$ cat config.mk
export PLATFORM = sky130hd
export DESIGN_NAME = ocd_inject_sequencer_flat
export DESIGN_NICKNAME = d
export VERILOG_FILES = /design/src/rtl/ocd_inject_sequencer_pkg.sv /design/src/rtl/ocd_inject_sequencer_if.sv /design/src/rtl/ocd_inject_fifo.sv /design/src/rtl/ocd_inject_sequencer.sv /design/src/flat_wrapper.sv
export SDC_FILE = /design/constraint.sdc
export NUM_CORES = 1
export LEC_CHECK = 0
export CAP_MARGIN = 20
export CELL_PAD_IN_SITES_DETAIL_PLACEMENT = 1
export CELL_PAD_IN_SITES_GLOBAL_PLACEMENT = 1
export CORE_MARGIN = 2
export CORE_UTILIZATION = 54
export DETAILED_ROUTE_END_ITERATION = 8
export DONT_BUFFER_PORTS = 1
export PLACE_DENSITY_LB_ADDON = 0.1
export SLEW_MARGIN = 10
export SYNTH_ARGS = -nofsm -noshare
export SYNTH_HDL_FRONTEND = slang
export SYNTH_HIERARCHICAL = 1
export SYNTH_SLANG_ARGS = --single-unit
export TNS_END_PERCENT = 1
$ cat constraint.sdc
create_clock -name clk -period 2.75 [get_ports clk]
set_input_delay 0 -clock clk [delete_from_list [all_inputs] [get_ports clk]]
set_output_delay 0 -clock clk [all_outputs]
set_load 0.01 [all_outputs]
$ cat src/rtl/ocd_inject_sequencer_pkg.sv
// Shared types for the debugger instruction-inject sequencer.
// Status codes, FSM states and a saturating attempt counter helper.
package ocd_inject_sequencer_pkg;

   typedef enum logic [1:0] {
      INJ_OK              = 2'd0,
      INJ_RETRY_EXHAUSTED = 2'd1,
      INJ_TIMEOUT         = 2'd2
   } inject_status_t;

   typedef enum logic [1:0] {
      IDLE    = 2'd0,
      ISSUE   = 2'd1,
      WAIT    = 2'd2,
      RESPOND = 2'd3
   } inject_seq_state_t;

   localparam int INST_W = 32;
   localparam int ATT_W  = 3;

   function automatic logic [ATT_W-1:0] sat_inc_att(logic [ATT_W-1:0] v);
      return (v == '1) ? v : v + 1'b1;
   endfunction

endpackage

$ cat src/rtl/ocd_inject_sequencer_if.sv
// Host request/response and core inject/complete/rollback bundle.
// slave = sequencer side, master = debugger host plus core side.
interface ocd_inject_sequencer_if;

   logic        req_valid;
   logic        req_ready;
   logic [31:0] req_inst;
   logic        resp_valid;
   logic        resp_ready;
   logic [1:0]  resp_status;
   logic [2:0]  resp_attempts;
   logic        ocd_halt;
   logic [31:0] ocd_inject_inst;
   logic        ocd_inject_en;
   logic        injected_complete;
   logic        injected_rollback;
   logic        busy;

   modport slave (
      input  req_valid, req_inst, resp_ready,
      input  ocd_halt, injected_complete, injected_rollback,
      output req_ready, resp_valid, resp_status, resp_attempts,
      output ocd_inject_inst, ocd_inject_en, busy
   );

   modport master (
      output req_valid, req_inst, resp_ready,
      output ocd_halt, injected_complete, injected_rollback,
      input  req_ready, resp_valid, resp_status, resp_attempts,
      input  ocd_inject_inst, ocd_inject_en, busy
   );

endinterface

$ cat src/rtl/ocd_inject_fifo.sv
// Synchronous FIFO holding pending injected instructions.
// DEPTH must be a power of two; pointers wrap naturally.
module ocd_inject_fifo #(
   parameter int DEPTH = 4,
   parameter int WIDTH = 32
) (
   input  logic             clk,
   input  logic             reset,
   input  logic             push_i,
   input  logic [WIDTH-1:0] data_i,
   input  logic             pop_i,
   output logic [WIDTH-1:0] head_o,
   output logic             full_o,
   output logic             empty_o
);

   localparam int AW = $clog2(DEPTH);
   localparam logic [AW:0] DEPTH_C = (AW+1)'(DEPTH);

   logic [WIDTH-1:0] mem_q [DEPTH];
   logic [AW-1:0]    wr_q, wr_d;
   logic [AW-1:0]    rd_q, rd_d;
   logic [AW:0]      cnt_q, cnt_d;
   logic             push_ok;
   logic             pop_ok;

   assign full_o  = (cnt_q == DEPTH_C);
   assign empty_o = (cnt_q == '0);
   assign head_o  = mem_q[rd_q];
   assign push_ok = push_i && !full_o;
   assign pop_ok  = pop_i && !empty_o;

   // Pointer and occupancy next state.
   always_comb begin
      wr_d  = push_ok ? wr_q + 1'b1 : wr_q;
      rd_d  = pop_ok ? rd_q + 1'b1 : rd_q;
      cnt_d = cnt_q;
      if (push_ok && !pop_ok) cnt_d = cnt_q + 1'b1;
      if (!push_ok && pop_ok) cnt_d = cnt_q - 1'b1;
   end

   // Pointer and occupancy registers.
   always_ff @(posedge clk or posedge reset) begin
      if (reset) begin
         wr_q  <= '0;
         rd_q  <= '0;
         cnt_q <= '0;
      end else begin
         wr_q  <= wr_d;
         rd_q  <= rd_d;
         cnt_q <= cnt_d;
      end
   end

   // Storage needs no reset; occupancy guards every read.
   always_ff @(posedge clk) begin
      if (push_ok) mem_q[wr_q] <= data_i;
   end

endmodule

$ cat src/rtl/ocd_inject_sequencer.sv
// Debugger instruction-inject sequencer with rollback reissue.
// Optional per-attempt timeout is built when OCD_INJECT_TIMEOUT_EN is defined.
module ocd_inject_sequencer
   import ocd_inject_sequencer_pkg::*;
#(
   parameter int MAX_RETRIES    = 3,
   parameter int FIFO_DEPTH     = 4,
   parameter int TIMEOUT_CYCLES = 1024
) (
   input  logic                clk,
   input  logic                reset,
   ocd_inject_sequencer_if.slave bus
);

   localparam logic [ATT_W-1:0] MAX_R = ATT_W'(MAX_RETRIES);

   inject_seq_state_t state_q, state_d;
   inject_status_t    status_q, status_d;
   logic [INST_W-1:0] cur_q, cur_d;
   logic [ATT_W-1:0]  att_q, att_d;
   logic              inj_en;
   logic              pop;
   logic              fifo_full;
   logic              fifo_empty;
   logic [INST_W-1:0] fifo_head;
   logic              resp_vld;

`ifdef OCD_INJECT_TIMEOUT_EN
   localparam int TW = $clog2(TIMEOUT_CYCLES) + 1;
   localparam logic [TW-1:0] T_LAST = TW'(TIMEOUT_CYCLES - 1);
   logic [TW-1:0] timer_q, timer_d;
`endif

   ocd_inject_fifo #(
      .DEPTH (FIFO_DEPTH),
      .WIDTH (INST_W)
   ) u_fifo (
      .clk     (clk),
      .reset   (reset),
      .push_i  (bus.req_valid),
      .data_i  (bus.req_inst),
      .pop_i   (pop),
      .head_o  (fifo_head),
      .full_o  (fifo_full),
      .empty_o (fifo_empty)
   );

   assign resp_vld            = (state_q == RESPOND);
   assign bus.req_ready       = !fifo_full;
   assign bus.resp_valid      = resp_vld;
   assign bus.resp_status     = resp_vld ? status_q : INJ_OK;
   assign bus.resp_attempts   = resp_vld ? att_q : '0;
   assign bus.ocd_inject_en   = inj_en;
   assign bus.ocd_inject_inst = inj_en ? cur_q : '0;
   assign bus.busy            = (state_q != IDLE) || !fifo_empty;

   // Next state, inject strobe and pop; rollback > complete > timeout.
   always_comb begin
      state_d  = state_q;
      status_d = status_q;
      cur_d    = cur_q;
      att_d    = att_q;
      inj_en   = 1'b0;
      pop      = 1'b0;
`ifdef OCD_INJECT_TIMEOUT_EN
      timer_d  = timer_q;
`endif
      unique case (state_q)
         IDLE: begin
            if (!fifo_empty && bus.ocd_halt) begin
               pop     = 1'b1;
               cur_d   = fifo_head;
               att_d   = '0;
               state_d = ISSUE;
            end
         end
         ISSUE: begin
            // A dropped halt stalls here rather than injecting.
            if (bus.ocd_halt) begin
               inj_en  = 1'b1;
               att_d   = sat_inc_att(att_q);
`ifdef OCD_INJECT_TIMEOUT_EN
               timer_d = '0;
`endif
               state_d = WAIT;
            end
         end
         WAIT: begin
`ifdef OCD_INJECT_TIMEOUT_EN
            timer_d = (timer_q == '1) ? timer_q : timer_q + 1'b1;
`endif
            if (bus.injected_rollback) begin
               if (att_q <= MAX_R) begin
                  state_d = ISSUE;
               end else begin
                  status_d = INJ_RETRY_EXHAUSTED;
                  state_d  = RESPOND;
               end
            end else if (bus.injected_complete) begin
               status_d = INJ_OK;
               state_d  = RESPOND;
`ifdef OCD_INJECT_TIMEOUT_EN
            end else if (timer_q == T_LAST) begin
               status_d = INJ_TIMEOUT;
               state_d  = RESPOND;
`endif
            end
         end
         RESPOND: begin
            if (bus.resp_ready) state_d = IDLE;
         end
         default: state_d = IDLE;
      endcase
   end

   // Sequencer state registers.
   always_ff @(posedge clk or posedge reset) begin
      if (reset) begin
         state_q  <= IDLE;
         status_q <= INJ_OK;
         cur_q    <= '0;
         att_q    <= '0;
`ifdef OCD_INJECT_TIMEOUT_EN
         timer_q  <= '0;
`endif
      end else begin
         state_q  <= state_d;
         status_q <= status_d;
         cur_q    <= cur_d;
         att_q    <= att_d;
`ifdef OCD_INJECT_TIMEOUT_EN
         timer_q  <= timer_d;
`endif
      end
   end

endmodule

$ cat src/flat_wrapper.sv
// flat-port wrapper written by rule: the top's interface ports become plain ports
module ocd_inject_sequencer_flat import ocd_inject_sequencer_pkg::*;
#(
   parameter int MAX_RETRIES    = 3,
   parameter int FIFO_DEPTH     = 4,
   parameter int TIMEOUT_CYCLES = 1024
)
  (clk, reset, bus_req_valid, bus_req_inst, bus_resp_ready, bus_ocd_halt, bus_injected_complete, bus_injected_rollback, bus_req_ready, bus_resp_valid, bus_resp_status, bus_resp_attempts, bus_ocd_inject_inst, bus_ocd_inject_en, bus_busy);
  ocd_inject_sequencer_if bus_i ();
  input  logic clk;
  input  logic reset;
  input wire logic [$bits(bus_i.req_valid)-1:0] bus_req_valid;
  input wire logic [$bits(bus_i.req_inst)-1:0] bus_req_inst;
  input wire logic [$bits(bus_i.resp_ready)-1:0] bus_resp_ready;
  input wire logic [$bits(bus_i.ocd_halt)-1:0] bus_ocd_halt;
  input wire logic [$bits(bus_i.injected_complete)-1:0] bus_injected_complete;
  input wire logic [$bits(bus_i.injected_rollback)-1:0] bus_injected_rollback;
  output wire logic [$bits(bus_i.req_ready)-1:0] bus_req_ready;
  output wire logic [$bits(bus_i.resp_valid)-1:0] bus_resp_valid;
  output wire logic [$bits(bus_i.resp_status)-1:0] bus_resp_status;
  output wire logic [$bits(bus_i.resp_attempts)-1:0] bus_resp_attempts;
  output wire logic [$bits(bus_i.ocd_inject_inst)-1:0] bus_ocd_inject_inst;
  output wire logic [$bits(bus_i.ocd_inject_en)-1:0] bus_ocd_inject_en;
  output wire logic [$bits(bus_i.busy)-1:0] bus_busy;
  assign bus_i.req_valid = bus_req_valid;
  assign bus_i.req_inst = bus_req_inst;
  assign bus_i.resp_ready = bus_resp_ready;
  assign bus_i.ocd_halt = bus_ocd_halt;
  assign bus_i.injected_complete = bus_injected_complete;
  assign bus_i.injected_rollback = bus_injected_rollback;
  assign bus_req_ready = bus_i.req_ready;
  assign bus_resp_valid = bus_i.resp_valid;
  assign bus_resp_status = bus_i.resp_status;
  assign bus_resp_attempts = bus_i.resp_attempts;
  assign bus_ocd_inject_inst = bus_i.ocd_inject_inst;
  assign bus_ocd_inject_en = bus_i.ocd_inject_en;
  assign bus_busy = bus_i.busy;
  ocd_inject_sequencer #(.MAX_RETRIES(MAX_RETRIES), .FIFO_DEPTH(FIFO_DEPTH), .TIMEOUT_CYCLES(TIMEOUT_CYCLES)) u_core (.clk(clk), .reset(reset), .bus(bus_i));
endmodule
==> out/metrics.yaml, run 1 <==
status:
  status: "finished clean"
timing:
  timing.fmax_mhz: 436
  setup_viol: 0
  slew_headroom_pct: 35.9
  fin_crit_ps: 2290
  hold_slack_ps: 31.3
  slew_viol_final: 0
  hold_viol: 0
  layout_worst_path_cycle_share_pct: 83.4
  skew_ps: 10.7
  worst_pin_slew_ps: 960
  tns_ps: 0
  rsz0062_at_grt: "no"
worst_setup_path:
  crit_path_frequent_cell: "xor2_1"
  cp_max_fo: 13
  slowest_stage: "dfrtp_1"
  worst-setup-path-type: "reg -> reg"
  r2r_start: "u_core/state_q[1]"
  arrival_ps: 2630
  worstPathRequired_ps: 3090
  worstSetupEndpointType: "register"
  reg2reg_slack_ps: 460
  reg2reg_depth: 9
  reg2reg_to: "u_core/u_fifo/cnt_q[2]"
  critPathMaxStageDelay_ps: 490
  path_cells: "nand2b_4 > nor3_4 > o31a_1 > ha_1 > inv_1 > fa_1 > xor2_1 > nor2_1 > xor2_1"
  setup.worst_path.start_class: "register"
yosys:
  ys_seq_elements: 173
  synthFlopType: "edfxtp_1"
  netlist_instances: 359
  avgSynthCellArea_sq_um: 19.4
  synth_compound_area_share_pct: 0.881
  yosysSeqAreaShare_pct: 71.4
  synthSimpleGateAreaFrac_pct: 5.50
  synthAdderAreaFrac_pct: 1.73
  yosysTopAreaCellShare_pct: 55.2
  synth_mux_area_share_pct: 16.7
  synth_area_leaders: "edfxtp_1 55%, dfrtp_1 16%, mux4_2 9.1%"
  synth_xor_area_share_pct: 0.755
  synth_most_common_cell: "edfxtp_1"
  synth_top_family_by_area: "multiplexers"
  synth_largest_area_cell: "edfxtp_1"
  synth_cell_types: 36
  synth-edff-count: 128
  synth_area_sq_um: 6960
  synth_nets: 407
  synthTopCellsByCount: "128 x edfxtp_1, 45 x dfrtp_1, 37 x and2_1, 37 x mux2_2, 28 x mux4_2"
  synthArstFlopShare_pct: 26.0
  ys_warn_count: 6
finish:
  fin_nets: 460
  design_area_sq_um: 8190
  antennaDiodeCount: 0
  drive_above_1_share_pct: 28.0
  area_growth_pct: 17.8
  finalNonFillerCells: 597
detailed_routing:
  dr_total_vias: 3283
  wire_per_inst_um: 21.5
  drc: 0
  drtAntennaViolNets: 0
  routed_wl_um: 12800
  avgViaCountPerCell: 5.50
  drt_pass1_iterations: 4
  dr.first_iter.drc_count: 200
floorplan:
  start_util_pct: 55.1
  ios: 80
  num_rows: 41
  die-area_sq_um: 13800
  die_w_um: 118
  dieHeight_um: 118
  core_area_sq_um: 12600
job:
  drv_cap: 0
cts:
  cts_setup_buffers: 0
  clock_sinks: 173
  root_buffer: "clkbuf_16"
  clock_latency_ps: 420
  cts_buffers: 17
  htree_num_levels: 4
  cts_buffer_depth: 2
  path_clk_slew_ps: 60
  cts_tree: "yes"
global_routing:
  grt_pass1_wl_um: 20400
  grt_use_total_pct: 20.1
  grt_max_degree: 39
  grt_overflow: 0
  antenna_found_initial: 0
  grt_pass1_vias: 3598
place:
  dp_hpwl_um: 7380
  finalWeightedCongestion: 0.729
  place_inst: 525
  io_buffers: 0
  placed_area_sq_um: 7160
power:
  p_per_area_nw_per_um2: 1060
  p_leak_nw: 2.96
  p_switching_w: 0.00242
  pwr-share-comb_pct: 25.9
  pwr-share-seq_pct: 45.5
  power_switching_share_pct: 27.7
  ir_worst_vdd_v: 0.000673
  clkPwrFrac_pct: 28.6
  cell_internal_pwr_w: 0.00631
  power_w: 0.00873
worst_hold_path:
  hold_path_class: "in -> async"
[power by group through the flow]
stage	Sequential [W]	Clock (W)	Combinational [W]
after floorplan	0.00380	0	0.00189
after global placement	0.00398	0	0.00212
after detailed placement	0.00403	0	0.00217
after CTS	0.00398	0.00255	0.00231
after global routing	0.00406	0.00264	0.00246
final	0.00397	0.00250	0.00226
[kinds of logic after synthesis]
| kind of cell | after synthesis |
|---|---|
| DFF | 173 |
| muxes | 70 |
| xor gates and xnor gates | 6 |
| buffers and inverters | 31 |
| adders and majority gates | 9 |
| AOI/OAI and AO/OA | 9 |
| other | 1 |
| and+or+nand+nor | 60 |
[registers in the layout, indices dropped and copies added, names as in the netlist]
name	cells
u_core/status_q	1
u_core/u_fifo/wr_q	2
u_core/u_fifo/cnt_q	3
u_core/u_fifo/mem_q	128
u_core/att_q	3
u_core/cur_q	32
u_core/state_q	2
u_core/u_fifo/rd_q	2
[routing by layer]
metal / up-vias / global-route usage, % / wire, um
li1: 1475 / - / -
met1: 1729 / 25.2 / 5510
met2: 72 / 34.1 / 6610
met3: 7 / 5.77 / 584
met4: 0 / 6.33 / 119
met5: - / 0 / 0
[timing repair]
item                      4_1_cts  5_1_grt
resized for setup               0        0
hold buffers                   40        0
hold endpoints to repair      179        0
[layout by cell type (no fill, tap or decap), drive strengths merged, types with 2 or more instances in the layout]
cell,synthesis,layout
edfxtp,128,128
dfrtp,45,45
dlygate4sd3,0,40
mux2,37,37
and2,37,37
mux4,32,32
clkbuf,4,18
inv,14,14
buf,13,11
ha,8,8
nor2,6,6
clkinv,0,6
and3,5,5
clkinvlp,0,4
bufinv,0,4
nand2b,4,4
o21ai,3,3
xor2,3,3
xnor2,3,3
a21oi,2,2
nand2,2,2
nor3,2,2
nor2b,2,2
[per-stage QoR]
step | worst slack (ps) | utilization [%]
after floorplan | 500 | -
after global placement | 661 | 56.7
after detailed placement | 549 | 56.7
after CTS | 446 | 64.9
after global routing | 297 | 64.9
final | 457 | 64.9
[cell type report]
cell class                 count  area, sq um
inverter                      14         52.6
timing repair buffer          51          533
sequential                   173         4970
multi-input combinational    155         1790
tap                          172          215
clock buffer                  18          439
clock inverter                14          194
fill                        1087         4430
[worst max path at each step]
stage	start	end	slack [ps]	cells past startpoint
3_3_place_gp	u_core/state_q[1]	u_core/u_fifo/cnt_q[2]	660	9
5_1_grt	u_core/state_q[1]	u_core/u_fifo/cnt_q[2]	300	9
2_1_floorplan	u_core/u_fifo/cnt_q[0]	u_core/u_fifo/cnt_q[2]	500	10
6_report	u_core/state_q[1]	u_core/u_fifo/cnt_q[2]	460	9
3_5_place_dp	u_core/state_q[1]	u_core/u_fifo/cnt_q[2]	550	9
4_1_cts	u_core/state_q[1]	u_core/u_fifo/cnt_q[2]	450	9
[worst max-delay path, delay by kind of cell, from the launching register on]
kind            cells  cell delay [ps]
compound gates      1              260
xor+xnor            2              330
fa+ha+maj           2              620
buf+inv             1               80
flops               1              490
simple gates        3              450
No activity file was read; power rests on OpenSTA's default activity.
==> run 2, diff against run 1 <==
clock period = 2.2 ns   (was 2.75 ns; I/O delays follow)
==> out/metrics.yaml, run 2 (same netlist as run 1, synthesis figures left out) <==
power:
  p_per_area_nw_per_um2: 1300  # was 1060 nW/um^2
  p_leak_nw: 2.99  # was 2.96 nW
  ir_worst_vdd_v: 0.000755  # was 0.000673 V
  power_w: 0.0107  # was 0.00873 W
floorplan:
  die_w_um: 118  # unchanged
  ios: 80  # unchanged
  num_rows: 41  # unchanged
  dieHeight_um: 118  # unchanged
  start_util_pct: 55.1  # unchanged
  die-area_sq_um: 13800  # unchanged
  core_area_sq_um: 12600  # unchanged
finish:
  fin_nets: 472  # was 460
  finalNonFillerCells: 609  # was 597
  reg_top3: "u_core/u_fifo/mem_q (128), u_core/cur_q (32)"  # unchanged
  mostFrequentLayoutCell: "edfxtp_1"  # unchanged
  area_growth_pct: 17.8  # about the same
  fillerInstances: 1100  # was 1087
  final_cell_mix: "128 x edfxtp_1, 42 x dfrtp_1, 41 x dlygate4sd3_1"  # was 128 x edfxtp_1, 43 x dfrtp_1, 40 x dlygate4sd3_1
  drive_above_1_share_pct: 30.4  # was 28.0%
  top_register: "u_core/u_fifo/mem_q"  # unchanged
  seqCellArea_sq_um: 4970  # about the same
  largest_register_ffs: 128  # unchanged
  multiInputGateArea_sq_um: 1790  # about the same
  antennaDiodeCount: 0  # unchanged
worst_setup_path:
  worst-setup-path-type: "reg -> reg"  # unchanged
  slowest_stage: "dfrtp_2"  # was dfrtp_1
  cp_num_buf_inv: 2  # was 1
  arrival_ps: 2410  # was 2630 ps
  r2r_start: "u_core/u_fifo/cnt_q[0]"  # was u_core/state_q[1]
  setup.worst_path.start_class: "register"  # unchanged
  crit_path_frequent_cell: "xor2_1"  # unchanged
  path_cells: "nor3_1 > buf_4 > nor3_4 > o31a_1 > ha_2 > inv_1 > fa_2 > xor2_1 > nor2_1 > xor2_1"  # was nand2b_4 > nor3_4 > o31a_1 > ha_1 > inv_1 > fa_1 > xor2_1 > nor2_1 > xor2_1
  worstPathRequired_ps: 2540  # was 3090 ps
  reg2reg_slack_ps: 130  # was 460 ps
  crit_start: "u_core/u_fifo/cnt_q[0]"  # was u_core/state_q[1]
  critPathMaxStageDelay_ps: 410  # was 490 ps
  reg2reg_depth: 10  # was 9
  worstSetupEndpointType: "register"  # unchanged
  cp_max_fo: 5  # was 13
  crit_family: "adder cells"  # unchanged
  reg2reg_to: "u_core/u_fifo/cnt_q[2]"  # unchanged
global_routing:
  grt_pass1_vias: 3714  # was 3598
  antenna_found_initial: 0  # unchanged
  grt_overflow: 0  # unchanged
  grt_use_total_pct: 20.4  # was 20.1%
  grt_max_degree: 39  # unchanged
  grt_pass1_wl_um: 20700  # was 20400 um
cts:
  clock_latency_ps: 430  # was 420 ps
  cts_buffer_depth: 2  # unchanged
  htree_num_levels: 4  # unchanged
  path_clk_slew_ps: 60  # about the same
  cts_tree: "yes"  # unchanged
  clock_sinks: 173  # unchanged
  root_buffer: "clkbuf_16"  # unchanged
  cts_buffers: 17  # unchanged
timing:
  slew_headroom_pct: 35.5  # was 35.9%
  hold_viol: 0  # unchanged
  timing.fmax_mhz: 484  # was 436 MHz
  worst_pin_slew_ps: 966  # was 960 ps
  slew_viol_final: 0  # unchanged
  skew_ps: 9.99  # was 10.7 ps
  layout_worst_path_cycle_share_pct: 93.9  # was 83.4%
  fin_crit_ps: 2070  # was 2290 ps
  setup_viol: 0  # unchanged
worst_hold_path:
  hold_path_class: "in -> reg"  # was in -> async
  hp-start: "bus_req_inst[10]"
  min_to: "u_core/u_fifo/mem_q[2][10]"
  min_path_cells: 1
detailed_routing:
  drt_pass1_iterations: 4  # unchanged
  dr.first_iter.drc_count: 209  # was 200
  dr_total_vias: 3386  # was 3283
  avgViaCountPerCell: 5.56  # was 5.50
  wire_per_inst_um: 21.3  # was 21.5 um
  drtAntennaViolNets: 0  # unchanged
  routed_wl_um: 13000  # was 12800 um
  drc: 0  # unchanged
place:
  io_buffers: 0  # unchanged
  dp_hpwl_um: 7930  # was 7380 um
  place_inst: 532  # was 525
  finalWeightedCongestion: 0.720  # was 0.729
status:
  status: "finished clean"  # unchanged
job:
  drv_cap: 0  # unchanged
-- run 2: worst max path at each step --
stage / to / slack (ps) / depth (start not counted)
3_5_place_dp: u_core/u_fifo/cnt_q[2] / 40 / 10
4_1_cts: u_core/u_fifo/cnt_q[2] / 20 / 10
2_1_floorplan: u_core/u_fifo/cnt_q[2] / -20 / 10
6_report: u_core/u_fifo/cnt_q[2] / 130 / 10
5_1_grt: u_core/u_fifo/cnt_q[2] / -4 / 10
3_3_place_gp: u_core/u_fifo/cnt_q[2] / 150 / 10
-- run 2: metrics by stage --
step	worst slack (ps)	cell area (sq um)	hold WS [ps]	setup TNS (ps)	utilization, %
after global routing	-3.73	8200	269	-3.73	65.0
after global placement	149	7210	-157	0	57.1
after floorplan	-24.2	6960	-197	-24.2	-
after detailed placement	41.0	7210	-157	0	57.1
after CTS	19.8	8170	254	0	64.7
final	133	8200	270	0	65.0
-- run 2: cell type report --
type	count	area share (%)
Tap cell	172	2.63
Sequential cell	173	60.7
Clock inverter	14	1.47
Inverter	14	0.641
Timing Repair Buffer	63	7.48
Clock buffer	18	5.24
Multi-Input combinational cell	155	21.9
-- run 2: layer usage --
metal / share of wire, % / track usage, % / wire (um) / vias up
met5: 0 / 0 / 0 / -
met4: 1.7 / 8.36 / 221 / 0
met3: 5.7 / 6.54 / 744 / 20
met2: 51 / 34.0 / 6670 / 94
met1: 41 / 24.9 / 5360 / 1777
li1: - / - / - / 1495
-- run 2: power breakdown --
part           internal (W)  switching, W
combinational       0.00160       0.00140
clock               0.00156       0.00121
sequential          0.00446      0.000451
-- run 2: what timing repair did --
action                                  4_1_cts  5_1_grt
endpoints found under the setup margin        0        1
hold buffers                                 41        0
setup buffers                                 0        4
gates resized for setup                       0        1
endpoints found under the hold margin       179        0
==> run 3, diff against run 2 <==
PLACE_DENSITY = 0.81   (was not set)
PLACE_DENSITY_LB_ADDON = not set   (was 0.1)
==> out/metrics.yaml, run 3 (same netlist as run 1, synthesis figures left out) <==
detailed_routing:
  routed_wl_um: 14100  # was 13000 um
  drc: 0  # unchanged
  dr_total_vias: 3432  # was 3386
  drt_pass1_iterations: 4  # unchanged
  avgViaCountPerCell: 5.61  # was 5.56
  wire_per_inst_um: 23.0  # was 21.3 um
  drtAntennaViolNets: 0  # unchanged
  dr.first_iter.drc_count: 190  # was 209
worst_setup_path:
  r2r_start: "u_core/u_fifo/cnt_q[1]"  # was u_core/u_fifo/cnt_q[0]
  worstSetupEndpointType: "register"  # unchanged
  arrival_ps: 2450  # was 2410 ps
  cp_max_fo: 4  # was 5
  crit_start: "u_core/u_fifo/cnt_q[1]"  # was u_core/u_fifo/cnt_q[0]
  setup.worst_path.start_class: "register"  # unchanged
  worstPathRequired_ps: 2540  # about the same
  worst-setup-path-type: "reg -> reg"  # unchanged
timing:
  setup_viol: 0  # unchanged
  hold_slack_ps: 274  # was 270 ps
  skew_ps: 10.6  # was 9.99 ps
  hold_viol: 0  # unchanged
  worst_pin_slew_ps: 949  # was 966 ps
  rsz0062_at_grt: "no"
  fin_crit_ps: 2100  # was 2070 ps
  slew_headroom_pct: 36.7  # was 35.5%
  slew_viol_final: 0  # unchanged
  layout_worst_path_cycle_share_pct: 95.6  # was 93.9%
  timing.fmax_mhz: 475  # was 484 MHz
status:
  status: "finished clean"  # unchanged
floorplan:
  die_w_um: 118  # unchanged
  start_util_pct: 55.1  # unchanged
  core_area_sq_um: 12600  # unchanged
  dieHeight_um: 118  # unchanged
  num_rows: 41  # unchanged
  ios: 80  # unchanged
  die-area_sq_um: 13800  # unchanged
power:
  pwr-share-seq_pct: 44.6  # was 46.0%
  p_per_area_nw_per_um2: 1330  # was 1300 nW/um^2
  p_switching_w: 0.00315  # was 0.00306 W
  ir_worst_vdd_v: 0.000893  # was 0.000755 V
  clkPwrFrac_pct: 27.9  # was 25.9%
  cell_internal_pwr_w: 0.00787  # was 0.00762 W
  power_switching_share_pct: 28.6  # about the same
  p_leak_nw: 3.03  # was 2.99 nW
  pwr-share-comb_pct: 27.6  # was 28.1%
  power_w: 0.0110  # was 0.0107 W
job:
  drv_cap: 0  # unchanged
finish:
  fillerInstances: 1067  # was 1100
  area_growth_pct: 18.8  # was 17.8%
  largest_register_ffs: 128  # unchanged
  reg_top3: "u_core/u_fifo/mem_q (128), u_core/cur_q (32)"  # unchanged
  multiInputGateArea_sq_um: 1790  # unchanged
  mostFrequentLayoutCell: "edfxtp_1"  # unchanged
  drive_above_1_share_pct: 30.7  # was 30.4%
  top_register: "u_core/u_fifo/mem_q"  # unchanged
  fin_nets: 475  # was 472
  seqCellArea_sq_um: 4970  # about the same
  final_cell_mix: "128 x edfxtp_1, 43 x dfrtp_1, 42 x dlygate4sd3_1"  # was 128 x edfxtp_1, 42 x dfrtp_1, 41 x dlygate4sd3_1
  antennaDiodeCount: 0  # unchanged
cts:
  path_clk_slew_ps: 60  # about the same
  clock_latency_ps: 430  # about the same
  cts_buffer_depth: 2  # unchanged
  htree_num_levels: 4  # unchanged
  root_buffer: "clkbuf_16"  # unchanged
  cts_tree: "yes"  # unchanged
  clock_sinks: 173  # unchanged
  cts_buffers: 17  # unchanged
place:
  finalWeightedCongestion: 0.760  # was 0.720
  dp_hpwl_um: 7890  # was 7930 um
  io_buffers: 0  # unchanged
global_routing:
  grt_use_total_pct: 21.8  # was 20.4%
  grt_overflow: 0  # unchanged
  grt_pass1_wl_um: 21900  # was 20700 um
  grt_max_degree: 39  # unchanged
  antenna_found_initial: 0  # unchanged
  grt_pass1_vias: 3812  # was 3714
worst_hold_path:
  hold_path_class: "in -> reg"  # unchanged
  hp-start: "bus_req_inst[13]"  # was bus_req_inst[10]
## run 3: path summary, 6_finish.rpt
| kind | end | slack, ps | cells after the start |
|---|---|---|---|
| worst max-delay path | u_core/u_fifo/cnt_q[2] | 100 | 10 |
| worst max register to register | u_core/u_fifo/cnt_q[2] | 100 | 10 |
| worst min register to register | u_core/cur_q[18] | 500 | 1 |
| min in group asynchronous | u_core/u_fifo/wr_q[0] | 480 | 3 |
| worst min-delay path | u_core/u_fifo/mem_q[0][13] | 270 | 1 |
| max in group asynchronous | u_core/cur_q[15] | 780 | 3 |
## run 3: area by class of cell
class	instances	area share [%]
Clock inverter	11	1.54
Clock buffer	21	5.95
Sequential cell	173	60.2
Multi-Input combinational cell	155	21.7
Inverter	14	0.636
Timing Repair Buffer	66	7.42
Tap cell	172	2.60
## run 3: through the flow
stage / instances / setup WS, ps / TNS (ps) / util [%] / area (sq um)
global route: 612 / 1.32 / 0 / 65.5 / 8270
floorplan: 359 / -24.2 / -24.2 / - / 6960
detailed placement: 532 / 46.2 / 0 / 56.9 / 7180
CTS: 609 / 21.6 / 0 / 65.3 / 8240
finish: 612 / 96.0 / 0 / 65.5 / 8270
global placement: 532 / 172 / 0 / 56.9 / 7180
## run 3: per-layer routing
layer  up-vias  track usage (%)  wire length, um
met2        87             39.3             7720
met4         0             7.98              208
met5         -                0                0
met1      1824             25.0             5520
li1       1502                -                -
met3        19             5.81              609
## run 3: power groups by stage
stage / clock [W] / sequential (W) / combinational (W)
3_5_place_dp: 0 / 0.00498 / 0.00284
6_report: 0.00307 / 0.00491 / 0.00304
2_1_floorplan: 0 / 0.00475 / 0.00237
4_1_cts: 0.00311 / 0.00493 / 0.00304
5_1_grt: 0.00322 / 0.00501 / 0.00330
3_3_place_gp: 0 / 0.00489 / 0.00273
## run 3: repair_timing
item,CTS,global route
hold endpoints to repair,180,0
setup endpoints to repair,1,1
pin swaps,0,3
hold buffers,42,0
resized for setup,0,0
buffers inserted,3,3
## run 3: critical path, stage by stage (launching register included)
cell and delay [ps]:
dfrtp_1 390, nor3_1 70, buf_4 150, nor3_4 130
o31a_1 220, ha_2 200, inv_1 50, fa_2 330
xor2_1 150, nor2_1 140, xor2_1 190
